File: config.mk
export PLATFORM = sky130hd
export DESIGN_NAME = pitch_engine
export DESIGN_NICKNAME = d
export VERILOG_FILES = /design/src/rtl/pitch_pkg.sv /design/src/rtl/pitch_interp.sv /design/src/rtl/pitch_engine.sv
export SDC_FILE = /design/constraint.sdc
export NUM_CORES = 1
export LEC_CHECK = 0
export BUFFER_PORTS_ARGS = -buffer_cell sky130_fd_sc_hd__buf_2
export CAP_MARGIN = 25
export CORE_ASPECT_RATIO = 1.2
export CORE_MARGIN = 10
export CORE_UTILIZATION = 60
export CTS_BUF_LIST = sky130_fd_sc_hd__clkbuf_2 sky130_fd_sc_hd__clkbuf_4 sky130_fd_sc_hd__clkbuf_8
export CTS_CLUSTER_DIAMETER = 40
export DETAILED_ROUTE_END_ITERATION = 16
export PLACE_DENSITY = 0.94
export SETUP_SLACK_MARGIN = 0.05
export SLEW_MARGIN = 0
export SYNTH_ARGS = -nofsm -noshare
export SYNTH_HDL_FRONTEND = slang
export SYNTH_SLANG_ARGS = --single-unit
File: constraint.sdc
create_clock -name i_clk -period 4.75 [get_ports i_clk]
set_input_delay 0.2375 -clock i_clk [delete_from_list [all_inputs] [get_ports i_clk]]
set_output_delay 0.2375 -clock i_clk [all_outputs]
set_load 0.005 [all_outputs]
File: src/rtl/pitch_pkg.sv
// pitch_pkg: shared types, limits and speed decoding for the pitch engine.
// Latency: n/a (declarations and pure functions only).
// Backpressure: n/a.
package pitch_pkg;

  // Control states of the engine
  typedef enum logic [2:0] {
    ST_IDLE = 3'd0,
    ST_RD   = 3'd1,
    ST_WR   = 3'd2,
    ST_GAP  = 3'd3,
    ST_DONE = 3'd4
  } pitch_state_t;

  // Resampling direction
  typedef enum logic {
    PITCH_FAST = 1'b0,
    PITCH_SLOW = 1'b1
  } pitch_mode_t;

  localparam int MAX_SPEED = 15;
  localparam int SPEED_W   = $clog2(MAX_SPEED + 1);

  // Speed codes 0 and 1 both mean a plain copy
  function automatic logic [SPEED_W-1:0] speed_norm(input logic [SPEED_W-1:0] code);
    if (code == '0) return SPEED_W'(1);
    return code;
  endfunction

  // log2 of the factor for the interpolating factors 2, 4 and 8; 0 means repeat only
  function automatic logic [1:0] speed_to_shift(input logic [SPEED_W-1:0] s);
    case (s)
      SPEED_W'(2): return 2'd1;
      SPEED_W'(4): return 2'd2;
      SPEED_W'(8): return 2'd3;
      default:     return 2'd0;
    endcase
  endfunction

endpackage

File: src/rtl/pitch_interp.sv
// pitch_interp: linear interpolation point y = x0 + ((x1 - x0) * r) >>> shift (used with PITCH_INTERP_EN).
// Latency: combinational.
// Backpressure: none; the caller holds operands stable while the write is outstanding.
module pitch_interp #(
  parameter int DATA_W = 16
) (
  input  logic signed [DATA_W-1:0] x0,
  input  logic signed [DATA_W-1:0] x1,
  input  logic        [2:0]        r,
  input  logic        [1:0]        shift,
  output logic signed [DATA_W-1:0] y
);

  // One extra bit keeps the difference exact; three more cover r up to 7
  logic signed [DATA_W:0]   delta;
  logic signed [DATA_W+3:0] prod;
  logic signed [DATA_W+3:0] scaled;

  assign delta  = {x1[DATA_W-1], x1} - {x0[DATA_W-1], x0};
  assign prod   = (DATA_W+4)'(delta) * (DATA_W+4)'($signed({1'b0, r}));
  // Arithmetic shift rounds toward minus infinity, keeping the result between x0 and x1
  assign scaled = prod >>> shift;
  assign y      = DATA_W'(scaled + (DATA_W+4)'(x0));

endmodule

File: src/rtl/pitch_engine.sv
// pitch_engine: reads a PCM block from SDRAM, resamples it by integer factor S and writes it to N_DST targets; PITCH_INTERP_EN adds interpolated slow-down.
// Latency: one cycle from start to the first gap, then 1 + arbiter wait + 1 gap cycle per access; done follows the last gap.
// Backpressure: each strobe is held with stable address/data until its finished pulse; one idle cycle separates accesses.
module pitch_engine
  import pitch_pkg::*;
#(
  parameter int ADDR_W = 23,
  parameter int DATA_W = 16,
  parameter int N_DST  = 2
) (
  input  logic                         i_clk,
  input  logic                         i_rst,
  input  logic                         pitch_start,
  input  logic [ADDR_W-1:0]            pitch_src,
  input  logic [N_DST-1:0][ADDR_W-1:0] pitch_dst,
  input  logic [ADDR_W-1:0]            pitch_len,
  input  logic                         pitch_mode,
  input  logic [SPEED_W-1:0]           pitch_speed,
  output logic                         pitch_busy,
  output logic                         pitch_done,
  output logic [ADDR_W-1:0]            pitch_out_len,
  output logic                         pitch_read,
  output logic [ADDR_W-1:0]            pitch_addr,
  input  logic [DATA_W-1:0]            pitch_readdata,
  input  logic                         pitch_read_finished,
  output logic                         pitch_write,
  output logic [DATA_W-1:0]            pitch_writedata,
  input  logic                         pitch_write_finished
);

  localparam int D_W = (N_DST > 1) ? $clog2(N_DST) : 1;

  pitch_state_t state_q, state_d;

  // Job parameters captured at start
  logic [ADDR_W-1:0]            src_q;
  logic [ADDR_W-1:0]            len_q;
  logic [N_DST-1:0][ADDR_W-1:0] dst_q;
  pitch_mode_t                  mode_q;
  logic [SPEED_W-1:0]           s_q;
  logic                         interp_q;

  // Progress: source index, output index, repetition, target selector
  logic [ADDR_W:0]              i_q;
  logic [ADDR_W-1:0]            o_q;
  logic [SPEED_W-1:0]           r_q;
  logic [D_W-1:0]               d_q;
  logic                         need_rd_q;
  logic                         first_q;
  logic                         fin_q;
  logic signed [DATA_W-1:0]     x0_q;

  // Registered bus and status outputs
  logic                         read_q;
  logic                         write_q;
  logic [ADDR_W-1:0]            addr_q;
  logic [DATA_W-1:0]            wdata_q;
  logic                         busy_q;
  logic                         done_q;
  logic [ADDR_W-1:0]            out_len_q;

  logic [SPEED_W-1:0]           s_in;
  logic [SPEED_W-1:0]           reps;
  logic [SPEED_W-1:0]           step;
  logic [ADDR_W:0]              i_nxt;
  logic                         last_d;
  logic                         last_r;
  logic                         src_end;
  logic                         ahead_ok;
  logic [ADDR_W-1:0]            rd_addr;
  logic [ADDR_W-1:0]            wr_addr;
  logic [DATA_W-1:0]            wr_sample;
  logic signed [DATA_W-1:0]     ahead_x;

  assign s_in = speed_norm(pitch_speed);

  // Speed-up steps through the source by S with one output per read;
  // slow-down steps by one and emits S outputs per source sample.
  assign reps     = (mode_q == PITCH_SLOW) ? s_q : SPEED_W'(1);
  assign step     = (mode_q == PITCH_SLOW) ? SPEED_W'(1) : s_q;
  assign i_nxt    = i_q + (ADDR_W+1)'(step);
  assign last_d   = (d_q == D_W'(N_DST - 1));
  assign last_r   = (r_q == reps - SPEED_W'(1));
  assign src_end  = (i_nxt >= {1'b0, len_q});
  assign ahead_ok = ((i_nxt + (ADDR_W+1)'(1)) < {1'b0, len_q});

  // With interpolation the read after the first one fetches the look-ahead sample i+1
  assign rd_addr  = src_q + i_q[ADDR_W-1:0] + ADDR_W'(interp_q & ~first_q);
  assign wr_addr  = dst_q[d_q] + o_q;

`ifdef PITCH_INTERP_EN
  logic [1:0]               shift_q;
  logic signed [DATA_W-1:0] x1_q;
  logic signed [DATA_W-1:0] interp_y;

  // Interpolation operands: shift fixed per job, x1 holds the look-ahead sample
  always_ff @(posedge i_clk) begin
    if (i_rst) begin
      shift_q <= '0;
      x1_q    <= '0;
    end else begin
      if (state_q == ST_IDLE && pitch_start) shift_q <= speed_to_shift(s_in);
      if (state_q == ST_RD && pitch_read_finished && interp_q) x1_q <= pitch_readdata;
    end
  end

  pitch_interp #(
    .DATA_W (DATA_W)
  ) u_interp (
    .x0    (x0_q),
    .x1    (x1_q),
    .r     (r_q[2:0]),
    .shift (shift_q),
    .y     (interp_y)
  );

  assign wr_sample = interp_q ? interp_y : x0_q;
  // When no further sample is fetched x1 already equals the new x0, so the tail repeats
  assign ahead_x   = x1_q;
`else
  assign wr_sample = x0_q;
  assign ahead_x   = x0_q;
`endif

  // State register
  always_ff @(posedge i_clk) begin
    if (i_rst) state_q <= ST_IDLE;
    else       state_q <= state_d;
  end

  // Next-state selection; GAP decides between read, write and completion
  always_comb begin
    state_d = state_q;
    case (state_q)
      ST_IDLE: if (pitch_start)          state_d = ST_GAP;
      ST_RD:   if (pitch_read_finished)  state_d = ST_GAP;
      ST_WR:   if (pitch_write_finished) state_d = ST_GAP;
      ST_GAP: begin
        if (fin_q)          state_d = ST_DONE;
        else if (need_rd_q) state_d = ST_RD;
        else                state_d = ST_WR;
      end
      ST_DONE: state_d = ST_IDLE;
      default: state_d = ST_IDLE;
    endcase
  end

  // Capture on start, then advance target, repetition and source indices per completed access
  always_ff @(posedge i_clk) begin
    if (i_rst) begin
      src_q     <= '0;
      len_q     <= '0;
      dst_q     <= '0;
      mode_q    <= PITCH_FAST;
      s_q       <= SPEED_W'(1);
      interp_q  <= 1'b0;
      i_q       <= '0;
      o_q       <= '0;
      r_q       <= '0;
      d_q       <= '0;
      need_rd_q <= 1'b0;
      first_q   <= 1'b0;
      fin_q     <= 1'b0;
      x0_q      <= '0;
    end else begin
      if (state_q == ST_IDLE && pitch_start) begin
        src_q     <= pitch_src;
        dst_q     <= pitch_dst;
        len_q     <= pitch_len;
        mode_q    <= pitch_mode_t'(pitch_mode);
        s_q       <= s_in;
`ifdef PITCH_INTERP_EN
        interp_q  <= pitch_mode && (speed_to_shift(s_in) != 2'd0);
`else
        interp_q  <= 1'b0;
`endif
        i_q       <= '0;
        o_q       <= '0;
        r_q       <= '0;
        d_q       <= '0;
        first_q   <= 1'b1;
        need_rd_q <= (pitch_len != '0);
        fin_q     <= (pitch_len == '0);
      end
      if (state_q == ST_RD && pitch_read_finished) begin
        first_q   <= 1'b0;
        if (!interp_q || first_q) x0_q <= pitch_readdata;
        // After the very first interpolating read, fetch the look-ahead before writing
        need_rd_q <= interp_q && first_q && (len_q != ADDR_W'(1));
      end
      if (state_q == ST_WR && pitch_write_finished) begin
        if (last_d) begin
          d_q <= '0;
          o_q <= o_q + ADDR_W'(1);
          if (last_r) begin
            r_q <= '0;
            i_q <= i_nxt;
            if (interp_q) x0_q <= ahead_x;
            if (src_end) fin_q     <= 1'b1;
            else         need_rd_q <= interp_q ? ahead_ok : 1'b1;
          end else begin
            r_q <= r_q + SPEED_W'(1);
          end
        end else begin
          d_q <= d_q + D_W'(1);
        end
      end
    end
  end

  // Registered strobes, address, write data and status; address/data load only on access entry
  always_ff @(posedge i_clk) begin
    if (i_rst) begin
      read_q    <= 1'b0;
      write_q   <= 1'b0;
      addr_q    <= '0;
      wdata_q   <= '0;
      busy_q    <= 1'b0;
      done_q    <= 1'b0;
      out_len_q <= '0;
    end else begin
      read_q  <= (state_d == ST_RD);
      write_q <= (state_d == ST_WR);
      busy_q  <= (state_d != ST_IDLE);
      done_q  <= (state_d == ST_DONE);
      if (state_q == ST_GAP && state_d == ST_RD) addr_q <= rd_addr;
      if (state_q == ST_GAP && state_d == ST_WR) begin
        addr_q  <= wr_addr;
        wdata_q <= wr_sample;
      end
      // The output index has counted every emitted sample by the time DONE is entered
      if (state_d == ST_DONE) out_len_q <= o_q;
    end
  end

  assign pitch_read      = read_q;
  assign pitch_write     = write_q;
  assign pitch_addr      = addr_q;
  assign pitch_writedata = wdata_q;
  assign pitch_busy      = busy_q;
  assign pitch_done      = done_q;
  assign pitch_out_len   = out_len_q;

endmodule

# ---- Word level (Yosys, flattened, before mapping)
# Cells that the tools add are included.
dict set report op_classes {
  addsub 7
  n_mul 0
  div 0
  n_lt_le_gt_ge 2
  eq_ne 7
  shift 0
  n_mux 40
  n_bitwise 0
  reduce_logical 12
}
# cell n
set ops {}
lappend ops {{$mux W23} 7}
lappend ops {{$mux W24} 4}
lappend ops {{$add A23 B23 Y23} 2}
lappend ops {{$mux W4} 8}
lappend ops {{$add A24 B4 Y24} 1}
lappend ops {{$ge A24 B23 Y1} 1}
lappend ops {{$add A23 B1 Y23 const B} 1}
lappend ops {{$logic_not A23 Y1} 1}
lappend ops {{$reduce_bool A23 Y1} 1}
lappend ops {{$mux W1} 15}
lappend ops {{$mux W3} 4}
lappend ops {{$pmux W3 S4} 1}
lappend ops {{$eq A3 B2 Y1 const B} 3}
lappend ops {{$eq A3 B1 Y1 const B} 2}
lappend ops {{$logic_and A1 B1 Y1} 5}
lappend ops {{$add A4 B1 Y4 const B} 1}
lappend ops {{$eq A4 B4 Y1} 1}
lappend ops {{$logic_not A4 Y1} 1}
lappend ops {{$reduce_bool A2 Y1} 2}
lappend ops {{$sub A4 B1 Y4 const B} 1}
lappend ops {{$eq A3 B3 Y1 const B} 1}
lappend ops {{$logic_not A3 Y1} 1}
lappend ops {{$reduce_bool A3 Y1} 1}
lappend ops {{$lt A1 B2 Y1 const B} 1}
lappend ops {{2 further kinds} 2}
dict set report word_totals {
  reg_bits 236
  latch_bits 0
  mem_bits_rw 0
  mem_bits_ro 0
  wordCells 89
  mem_count 0
}

# ---- Logic depth before layout (Yosys ltp)
# Gate-level depths: netlist of run 1.
dict set report depth {
  depth_word 8
  mapped_depth 16
  depth_no_buf 16
}

# ---- Least setup slack after synthesis of run 1
# Ideal clock, no wire load.
dict set report synth_timing {
  path_kind {register to register}
  startpoint {reg mode_q}
  endpoint {reg need_rd_q}
  setup_time_ns 0.092
  t_arrival_ns 3.706
  required_ns 4.658
  path_slack_ns 0.952
  stages_incl_launch_ff 17
  path_buffers 1
  period_less_slack_ns 3.798
  path_cell_list {dfxtp_1 or2_2 ha_1 a21o_1 a21o_1 a21oi_1 clkbuf_1 nor2_1 xor2_1 ha_1 a21o_1 a21o_1 a211o_1 a21oi_1 o21ai_0 a2111o_1 o32ai_1}
}
dict set report synth_via {
  elab_chain_cells 7
}
# item line
set synth_lines {}
lappend synth_lines {{start: declaration} pitch_engine.sv:39} ;# pitch_mode_t mode_q;
lappend synth_lines {{start signal: assignment} pitch_engine.sv:170} ;# mode_q <= pitch_mode_t'(pitch_mode);
lappend synth_lines {{$mux W4} pitch_engine.sv:80} ;# assign step = (mode_q == PITCH_SLOW) ? SPEED_W'(1) : s_q;
lappend synth_lines {{$add A24 B4 Y24} pitch_engine.sv:81} ;# assign i_nxt = i_q + (ADDR_W+1)'(step);
lappend synth_lines {{$ge A24 B23 Y1} pitch_engine.sv:84} ;# assign src_end = (i_nxt >= {1'b0, len_q});
lappend synth_lines {{$mux W1} pitch_engine.sv:199} ;# if (src_end) fin_q <= 1'b1;
lappend synth_lines {{$mux W1 *} pitch_engine.sv:195} ;# if (last_r) begin
lappend synth_lines {{$mux W1 *} pitch_engine.sv:192} ;# if (last_d) begin
lappend synth_lines {{$mux W1 *} pitch_engine.sv:191} ;# if (state_q == ST_WR && pitch_write_finished) begin
lappend synth_lines {{end signal: assignment} pitch_engine.sv:182} ;# need_rd_q <= (pitch_len != '0);
lappend synth_lines {{end signal: assignment} pitch_engine.sv:189} ;# need_rd_q <= interp_q && first_q && (len_q != ADDR_W'(1));
lappend synth_lines {{end signal: assignment} pitch_engine.sv:200} ;# else need_rd_q <= interp_q ? ahead_ok : 1'b1;
lappend synth_lines {{end: declaration} pitch_engine.sv:48} ;# logic need_rd_q;
# Every way passes the cells marked *; elsewhere a longest branch is shown, timed or not.
# A chain may end at the register's enable or synchronous reset.

# ---- Worst setup path after layout of run 1
dict set report layout_timing {
  startpoint {reg s_q[1]}
  endpoint {reg need_rd_q}
}
dict set report layout_via {
  elab_chain_cells 7
}
# item line
set layout_lines {}
lappend layout_lines {{start: declaration} pitch_engine.sv:40} ;# logic [SPEED_W-1:0] s_q;
lappend layout_lines {{start signal: assignment} pitch_engine.sv:171} ;# s_q <= s_in;
lappend layout_lines {{$mux W4} pitch_engine.sv:80}
lappend layout_lines {{$add A24 B4 Y24} pitch_engine.sv:81}
lappend layout_lines {{$ge A24 B23 Y1} pitch_engine.sv:84}
lappend layout_lines {{$mux W1} pitch_engine.sv:199}
lappend layout_lines {{$mux W1 *} pitch_engine.sv:195}
lappend layout_lines {{$mux W1 *} pitch_engine.sv:192}
lappend layout_lines {{$mux W1 *} pitch_engine.sv:191}
# Marked as above.

==> qor_table.md, run 1 <==
| Metric | This run | Unit |
|:---|:---|:---|
| DR iter-0 viols | 1439 | - |
| Antenna Violating Nets Remaining | 0 | - |
| Detailed Route WL | 42000 | µm |
| RSZ-0062 raised after global routing | false | - |
| Number of buffers added to fix hold violations after cts | 107 | - |
| Deepest clock path buffer count | 3 | - |
| Count of input and output buffers | 183 | - |
| Clock insertion delay at the later pin of the skew report | 0.56 | ns |
| Initial core utilization | 60.6 | % |
| Area of the mapped netlist | 12600 | µm² |
| Capturing element type of the critical path | register | - |
| Leading post-synthesis cells by cell area | dfxtp_1 (37%), nand2_1 (11%), a21oi_1 (9.3%), ha_1 (7.3%), nor2_1 (2.7%) | - |
| Setup Viol. Count Final | 0 | - |
| HPWL after DPL | 26600 | µm |
| Cell area reported after detailed placement | 13700 | µm² |
| Area of the die | 27300 | µm² |
| Count of vias placed by the detailed router | 13129 | - |
| Vias in the first global route | 13117 | - |
| Layer with the highest usage after global routing | met2 | - |
| Async set or reset register ratio after synthesis | 0 | % |
| Nets in the synthesized netlist | 1808 | - |
| Global-route met3 utilization | 6.17 | % |
| Worst Tran Pin Value | 1.07 | ns |
| Clock-pin slew of the registers on the worst-case setup and hold paths | 0.06 | ns |
| Total power per unit cell area | 309 | nW/µm² |
| Global-route met2 utilization | 51.3 | % |
| Kind of critical path | register to register | - |
| Signed area change from the synthesized netlist to the final layout | 23.4 | % |
| Count of nets after finishing | 2068 | - |
| Hold Violations, Final | 0 | - |
| LEAKAGE | 0.00664 | µW |
| Std cell rows | 58 | - |
| Synth Instances | 1613 | - |
| Run status | finished clean | - |
| Grt total ovfl | 0 | - |
| Period minus WS final | 3.86 | ns |
| Maximum fanout count along the critical path | 11 | - |
| Area inside the core boundary | 20800 | µm² |
| Cell at the root of the clock tree | clkbuf_8 | - |
| Yosys synthesis warning count | 0 | - |
| #FFs+latches synth | 236 | - |
| Kind of path behind the tightest hold check | primary input to register | - |
| Number of distinct standard cells referenced by the synthesized netlist | 78 | - |
| Last weighted congestion value of the routability-driven placer | 0.986 | - |
| CTS HTree Levels | 2 | - |
| Combined area of the multi-input logic cells | 7400 | µm² |
| Post-route DRC | 0 | - |
| Number of max-cap violations | 0 | - |
| Top cell types by occurrence after synthesis | nand2_1 (384), dfxtp_1 (236), a21oi_1 (234), nor2_1 (92), ha_1 (74) | - |
| Layout cell share with drive strength beyond 1 | 17.1 | % |
| Fmax | 259 | MHz |
| WL per Instance | 19.3 | µm |
| Global-route wire length before repair | 66100 | µm |
| Number of top-level design ports | 184 | - |
| Sequential cell area fraction in the yosys report | 37.4 | % |
| Total power | 4810 | µW |
| Max-slew headroom at the worst pin | 28.5 | % |
| Number of enable flip-flop cells after synthesis | 0 | - |
| Cell taking the most area after synthesis | dfxtp_1 | - |
| Required @ worst endpoint | 5.20 | ns |
| Setup total negative slack | 0 | ns |
| Maximum VDD drop | 0.252 | mV |
| Die extent in x | 152 | µm |
| Max Slew Vio Count | 0 | - |
| Arrival time of the worst setup path | 4.31 | ns |
| Global routing met1 resource utilization | 30.6 | % |
| Number of buffers created by CTS | 39 | - |
| Antenna violations before repair | 2 | - |
| Per-instance average area after synthesis | 7.83 | µm² |
| Clock tree from TritonCTS | done | - |
| Post-CTS setup-driven buffer insertion count | 0 | - |
| Iteration count of the initial detailed-routing pass | 6 | - |
| Kind of launch point of the worst setup path | register | - |
| Die H | 179 | µm |
| Fill cells | 1374 | - |
| Largest net degree at the start of global routing | 144 | - |
| Top_reg_cell synth | dfxtp_1 | - |
| Number of resized instances in the post-cts repair step | 0 | - |
| Clock Sink Count | 236 | - |
| Worst clock skew | 0.0342 | ns |
| Post-synth top area share | 37.4 | % |
| Final clock period utilization by the worst path | 81.4 | % |
| Overall track demand over capacity in global routing | 29.1 | % |
| FF+latch area | 4720 | µm² |
| Via/cell ratio | 6.04 | - |
| Post-route design area | 15600 | µm² |
| Most common cell in the synthesized netlist | nand2_1 | - |
## stage by stage
stage	utilization (%)	hold WS, ns	worst slack [ns]	cells
detailed placement	65.5	0.443	0.997	1995
global route	74.8	0.0213	0.681	2172
CTS	74.8	0.00432	0.968	2170
finish	74.8	0.0340	0.886	2174
global placement	65.5	0.437	1.07	1995
floorplan	-	0.322	0.952	1613
## critical path: stages, from the launching register on
cell and delay (ns):
dfxtp_1 0.43, nor2b_1 0.32, ha_1 0.30, a21o_1 0.16, a21o_1 0.20, a21oi_1 0.15
buf_4 0.21, nor2_1 0.09, xor2_1 0.15, ha_1 0.30, a21o_1 0.18, a21o_1 0.17
a211o_1 0.28, a21oi_1 0.11, o21ai_0 0.10, a2111o_1 0.43, o32ai_1 0.21
## report_power, final
group	switching (µW)	internal, µW	leakage [µW]
logic	421	287	0.00427
clock network	850	1110	0.000451
registers	71.3	2080	0.00192
total	1340	3470	0.00664
## final timing paths
check / startpoint / to / slack [ns] / cells after the start
worst max-delay path: s_q[1]$_SDFFE_PP0P_ / need_rd_q$_SDFF_PP0_ / 0.89 / 16
worst min-delay path: pitch_speed[3] / s_q[3]$_SDFFE_PP0P_ / 0.03 / 3
worst max register to register: s_q[1]$_SDFFE_PP0P_ / need_rd_q$_SDFF_PP0_ / 0.89 / 16
worst min register to register: ahead_x[0]$_SDFFE_PP0P_ / pitch_writedata[0]$_SDFFE_PP0P_ / 0.45 / 2
## cell families after synthesis
family / Yosys count / share of synthesized area [%]
AOI/OAI and AO/OA: 416 / 19.9
xor gates and xnor gates: 61 / 4.23
adders and majority gates: 77 / 7.81
buffers and inverters: 125 / 4.05
DFF: 236 / 37.4
muxes: 33 / 2.86
and+or+nand+nor: 665 / 23.7
## final cells by class
type                       instances  area share [%]
inverter                          38           0.915
multi-input combinational       1252            47.5
sequential                       236            30.3
tap                              270            2.17
clock inverter                    11           0.755
timing repair buffer             306            13.6
antenna                            4          0.0642
clock buffer                      57            4.71
## registers in the layout, summed over array words and instances (netlist names), 16 cells and up
register,flops
len_q,23
dst_q,46
pitch_out_len,23
pitch_writedata,16
pitch_addr,23
src_q,23
o_q,23
ahead_x,16
i_q,24
## layout by cell type (no fill, tap or decap), types with 11 or more instances in the layout
master	instances
a211oi_1	19
a21o_1	31
a21oi_1	234
and3_1	11
buf_2	182
buf_4	16
clkbuf_8	49
dfxtp_1	236
dlygate4sd3_1	107
ha_1	74
inv_1	38
mux2_2	24
nand2_1	384
nand3_1	52
nand4_1	11
nor2_1	91
nor3_1	24
nor4_1	11
o21a_1	17
o21ai_0	34
xnor2_1	30
xor2_1	31
## per-layer routing
| layer | up-vias | part of all wire [%] |
|---|---|---|
| met5 | - | 0 |
| met4 | 0 | 7.6 |
| met3 | 225 | 7.6 |
| met2 | 747 | 49 |
| met1 | 6017 | 36 |
| li1 | 6140 | - |
Power figures use the tool's default switching activity.
==> inputs of run 2 (changes only) <==
Settings changed: ABC_AREA set to 1.
Clock period 4.75 ns to 3.9 ns, I/O delays scaled along.
==> qor_table.md, run 2 <==
| Metric | This run | Unit | vs previous |
|:---|:---|:---|:---|
| Run status | finished, violations left | - | was finished clean |
| Violations in the final reports | negative hold slack | - |  |
| Kind of launch point of the worst setup path | register | - | unchanged |
| Via/cell ratio | 5.94 | - | was 6.04 |
| Kind of path behind the tightest hold check | primary input to register | - | unchanged |
| Area of the mapped netlist | 12900 | µm² | was 12600 µm² |
| Number of enable flip-flop cells after synthesis | 0 | - | unchanged |
| HPWL after DPL | 29500 | µm | was 26600 µm |
| Post-synth top area share | 36.6 | % | was 37.4% |
| Capture point of the worst path | fin_q$_SDFF_PP0_ | - | was need_rd_q$_SDFF_PP0_ |
| Nets in the synthesized netlist | 2057 | - | was 1808 |
| Period minus WS final | 3.52 | ns | was 3.86 ns |
| Clock tree from TritonCTS | done | - | unchanged |
| Cell at the root of the clock tree | clkbuf_8 | - | unchanged |
| Largest registers | dst_q (46), i_q (24) | - | unchanged |
| Top cell types by occurrence after synthesis | nand2_1 (351), nor2_1 (241), dfxtp_1 (236), a21oi_1 (218), o21ai_0 (206) | - | was nand2_1 (384), dfxtp_1 (236), a21oi_1 (234), nor2_1 (92), ha_1 (74) |
| Yosys synthesis warning count | 0 | - | unchanged |
| Kind of critical path | register to register | - | unchanged |
| Last weighted congestion value of the routability-driven placer | 1.00 | - | was 0.986 |
| Count of nets after finishing | 2315 | - | was 2068 |
| Biggest register | dst_q | - | unchanged |
| LEAKAGE | 0.00717 | µW | was 0.00664 µW |
| Die H | 181 | µm | was 179 µm |
| Global-route wire length before repair | 71900 | µm | was 66100 µm |
| Max-slew headroom at the worst pin | 42.8 | % | was 28.5% |
| Antenna Violating Nets Remaining | 0 | - | unchanged |
| Layout cell share with drive strength beyond 1 | 14.0 | % | was 17.1% |
| Area inside the core boundary | 21000 | µm² | was 20800 µm² |
| Final clock period utilization by the worst path | 90.3 | % | was 81.4% |
| Max FFs per register | 46 | - | unchanged |
| #FFs+latches synth | 236 | - | unchanged |
| Number of top-level design ports | 184 | - | unchanged |
| Count of vias placed by the detailed router | 14372 | - | was 13129 |
| Sequential cell area fraction in the yosys report | 36.6 | % | was 37.4% |
| Post-Route Hold Slack | -0.00000355 | ns | was 0.0340 ns |
| Max Slew Vio Count | 0 | - | unchanged |
| Count of input and output buffers | 183 | - | unchanged |
| Largest net degree at the start of global routing | 135 | - | was 144 |
| Detailed Route WL | 45300 | µm | was 42000 µm |
| WL per Instance | 18.7 | µm | was 19.3 µm |
| Post-CTS setup-driven buffer insertion count | 0 | - | unchanged |
| RR Endpoint | fin_q$_SDFF_PP0_ | - | was need_rd_q$_SDFF_PP0_ |
| Clock-pin slew of the registers on the worst-case setup and hold paths | 0.06 | ns | about the same |
| Number of buffers created by CTS | 40 | - | was 39 |
| Initial core utilization | 61.3 | % | was 60.6% |
| Fmax | 284 | MHz | was 259 MHz |
| Reg2reg setup slack | 0.38 | ns | was 0.89 ns |
| DR iter-0 viols | 1298 | - | was 1439 |
| Post-Place Setup Slack | 0.349 | ns | was 0.997 ns |
| Number of distinct standard cells referenced by the synthesized netlist | 50 | - | was 78 |
| Reg-to-reg startpoint | s_q[2]$_SDFFE_PP0P_ | - | was s_q[1]$_SDFFE_PP0P_ |
| Most common library cell in the layout ignoring fill and taps | nand2_1 | - | unchanged |
| CTS HTree Levels | 2 | - | unchanged |
| Maximum fanout count along the critical path | 5 | - | was 11 |
| Area of the die | 27800 | µm² | was 27300 µm² |
| Hold Violations, Final | 1 | - | was 0 |
| Worst-case reg-to-reg path depth | 25 | - | was 16 |
| Commonest cells after routing, fill and taps aside | nand2_1 (351), nor2_1 (241), dfxtp_1 (235) | - | was nand2_1 (384), dfxtp_1 (236), a21oi_1 (234) |
| Most common cell in the synthesized netlist | nand2_1 | - | unchanged |
| RSZ-0062 raised after global routing | false | - | unchanged |
| Maximum VDD drop | 0.408 | mV | was 0.252 mV |
| Total power per unit cell area | 411 | nW/µm² | was 309 nW/µm² |
| Vias in the first global route | 14115 | - | was 13117 |
| Worst Tran Pin Value | 0.855 | ns | was 1.07 ns |
| Leading post-synthesis cells by cell area | dfxtp_1 (37%), nand2_1 (10%), a21oi_1 (8.5%), o21ai_0 (8.0%), ha_1 (7.2%) | - | was dfxtp_1 (37%), nand2_1 (11%), a21oi_1 (9.3%), ha_1 (7.3%), nor2_1 (2.7%) |
| Clock Sink Count | 236 | - | unchanged |
| Antenna violations before repair | 4 | - | was 2 |
| Synth Instances | 1862 | - | was 1613 |
| Grt total ovfl | 0 | - | unchanged |
| Setup total negative slack | 0 | ns | unchanged |
| Required @ worst endpoint | 4.32 | ns | was 5.20 ns |
| Number of max-cap violations | 0 | - | unchanged |
| Setup Viol. Count Final | 0 | - | unchanged |
| Worst clock skew | 0.0321 | ns | was 0.0342 ns |
| Final setup slack of the worst path | 0.377 | ns | was 0.886 ns |
| Std cell rows | 58 | - | unchanged |
| Arrival time of the worst setup path | 3.94 | ns | was 4.31 ns |
| Clock insertion delay at the later pin of the skew report | 0.57 | ns | was 0.56 ns |
| Top_reg_cell synth | dfxtp_1 | - | unchanged |
| Cell taking the most area after synthesis | dfxtp_1 | - | unchanged |
| Deepest clock path buffer count | 3 | - | unchanged |
| Per-instance average area after synthesis | 6.93 | µm² | was 7.83 µm² |
| Iteration count of the initial detailed-routing pass | 9 | - | was 6 |
| Fill cells | 1514 | - | was 1374 |
| Async set or reset register ratio after synthesis | 0 | % | unchanged |
| Capturing element type of the critical path | register | - | unchanged |
| Overall track demand over capacity in global routing | 31.2 | % | was 29.1% |
| Die extent in x | 154 | µm | was 152 µm |
| Beginning of the critical path | s_q[2]$_SDFFE_PP0P_ | - | was s_q[1]$_SDFFE_PP0P_ |
| Post-route DRC | 0 | - | unchanged |
| Signed area change from the synthesized netlist to the final layout | 22.9 | % | was 23.4% |
run 2: per-stage QoR:
stage | util, % | cells | instance area [µm²] | power (µW)
after floorplan | - | 1862 | 12900 | 3570
after global placement | 66.2 | 2245 | 13900 | 3910
after detailed placement | 66.2 | 2245 | 13900 | 3960
after CTS | 75.3 | 2417 | 15800 | 6410
after global routing | 75.4 | 2421 | 15900 | 6780
final | 75.4 | 2421 | 15900 | 6510
run 2: logic make-up (layout without fill, tap and decap cells):
family                     Yosys count  after routing  share of synthesized area, %
and+or+nand+nor                    767            767                          25.2
buffers and inverters              254            539                          7.70
xor gates and xnor gates            45             45                          3.06
adders and majority gates           77             77                          7.64
DFF                                236            236                          36.6
other                                0              4                             0
AOI/OAI and AO/OA                  483            483                          19.8
run 2: area by class of cell:
type	instances	area, µm²	share of cell area (%)
Multi-Input combinational cell	1372	7200	45.4
Sequential cell	236	4730	29.8
Timing Repair Buffer	299	2070	13.0
Clock buffer	64	812	5.12
Inverter	171	643	4.06
Tap cell	270	338	2.13
Clock inverter	5	62.6	0.394
Antenna cell	4	10.0	0.0631
run 2: worst min path at each step:
stage	startpoint	to	cells after the start
after floorplan	pitch_dst[0]	dst_q[0]$_SDFFE_PP0P_	2
after global placement	dst_q[22]$_SDFFE_PP0P_	dst_q[22]$_SDFFE_PP0P_	2
after detailed placement	ahead_x[13]$_SDFFE_PP0P_	pitch_writedata[13]$_SDFFE_PP0P_	2
after CTS	pitch_dst[23]	dst_q[23]$_SDFFE_PP0P_	3
after global routing	pitch_dst[23]	dst_q[23]$_SDFFE_PP0P_	3
final	pitch_len[11]	len_q[11]$_SDFFE_PP0P_	3
run 2: repair_timing:
item / 4_1_cts / 5_1_grt
hold buffers: 103 / 0
setup endpoints to repair: 0 / 2
endpoints found under the hold margin: 103 / 0
gates resized for setup: 0 / 2
run 2: where the power goes:
part	leakage [µW]	switching, µW	internal [µW]
Combinational	0.00479	856	472
Sequential	0.00193	133	2630
Clock	0.000455	1040	1390
Total	0.00717	2030	4480
run 2: critical path, stage by stage (launching register included):
cell	delay, ns
dfxtp_1	0.32
inv_1	0.12
nor2_1	0.07
ha_1	0.36
nand3_1	0.11
nand3_1	0.15
nand2_1	0.09
nand2_2	0.14
nand3_4	0.11
nor2_4	0.14
nand3_2	0.08
nor2_1	0.17
nand2_1	0.11
xor2_2	0.16
inv_1	0.06
ha_1	0.31
a21oi_1	0.14
o21ai_0	0.09
nand2_1	0.06
nand2_1	0.04
a21oi_1	0.11
nor2_1	0.05
nor2_1	0.14
nand3_1	0.11
nand2_1	0.08
a21oi_1	0.07
run 2: routing by layer:
layer | share of wire [%] | GRT usage [%] | vias up
met5 | 0 | 0 | -
met4 | 7.6 | 21.3 | 0
met3 | 8.6 | 7.07 | 266
met2 | 49 | 54.2 | 858
met1 | 35 | 32.8 | 6520
li1 | - | - | 6728
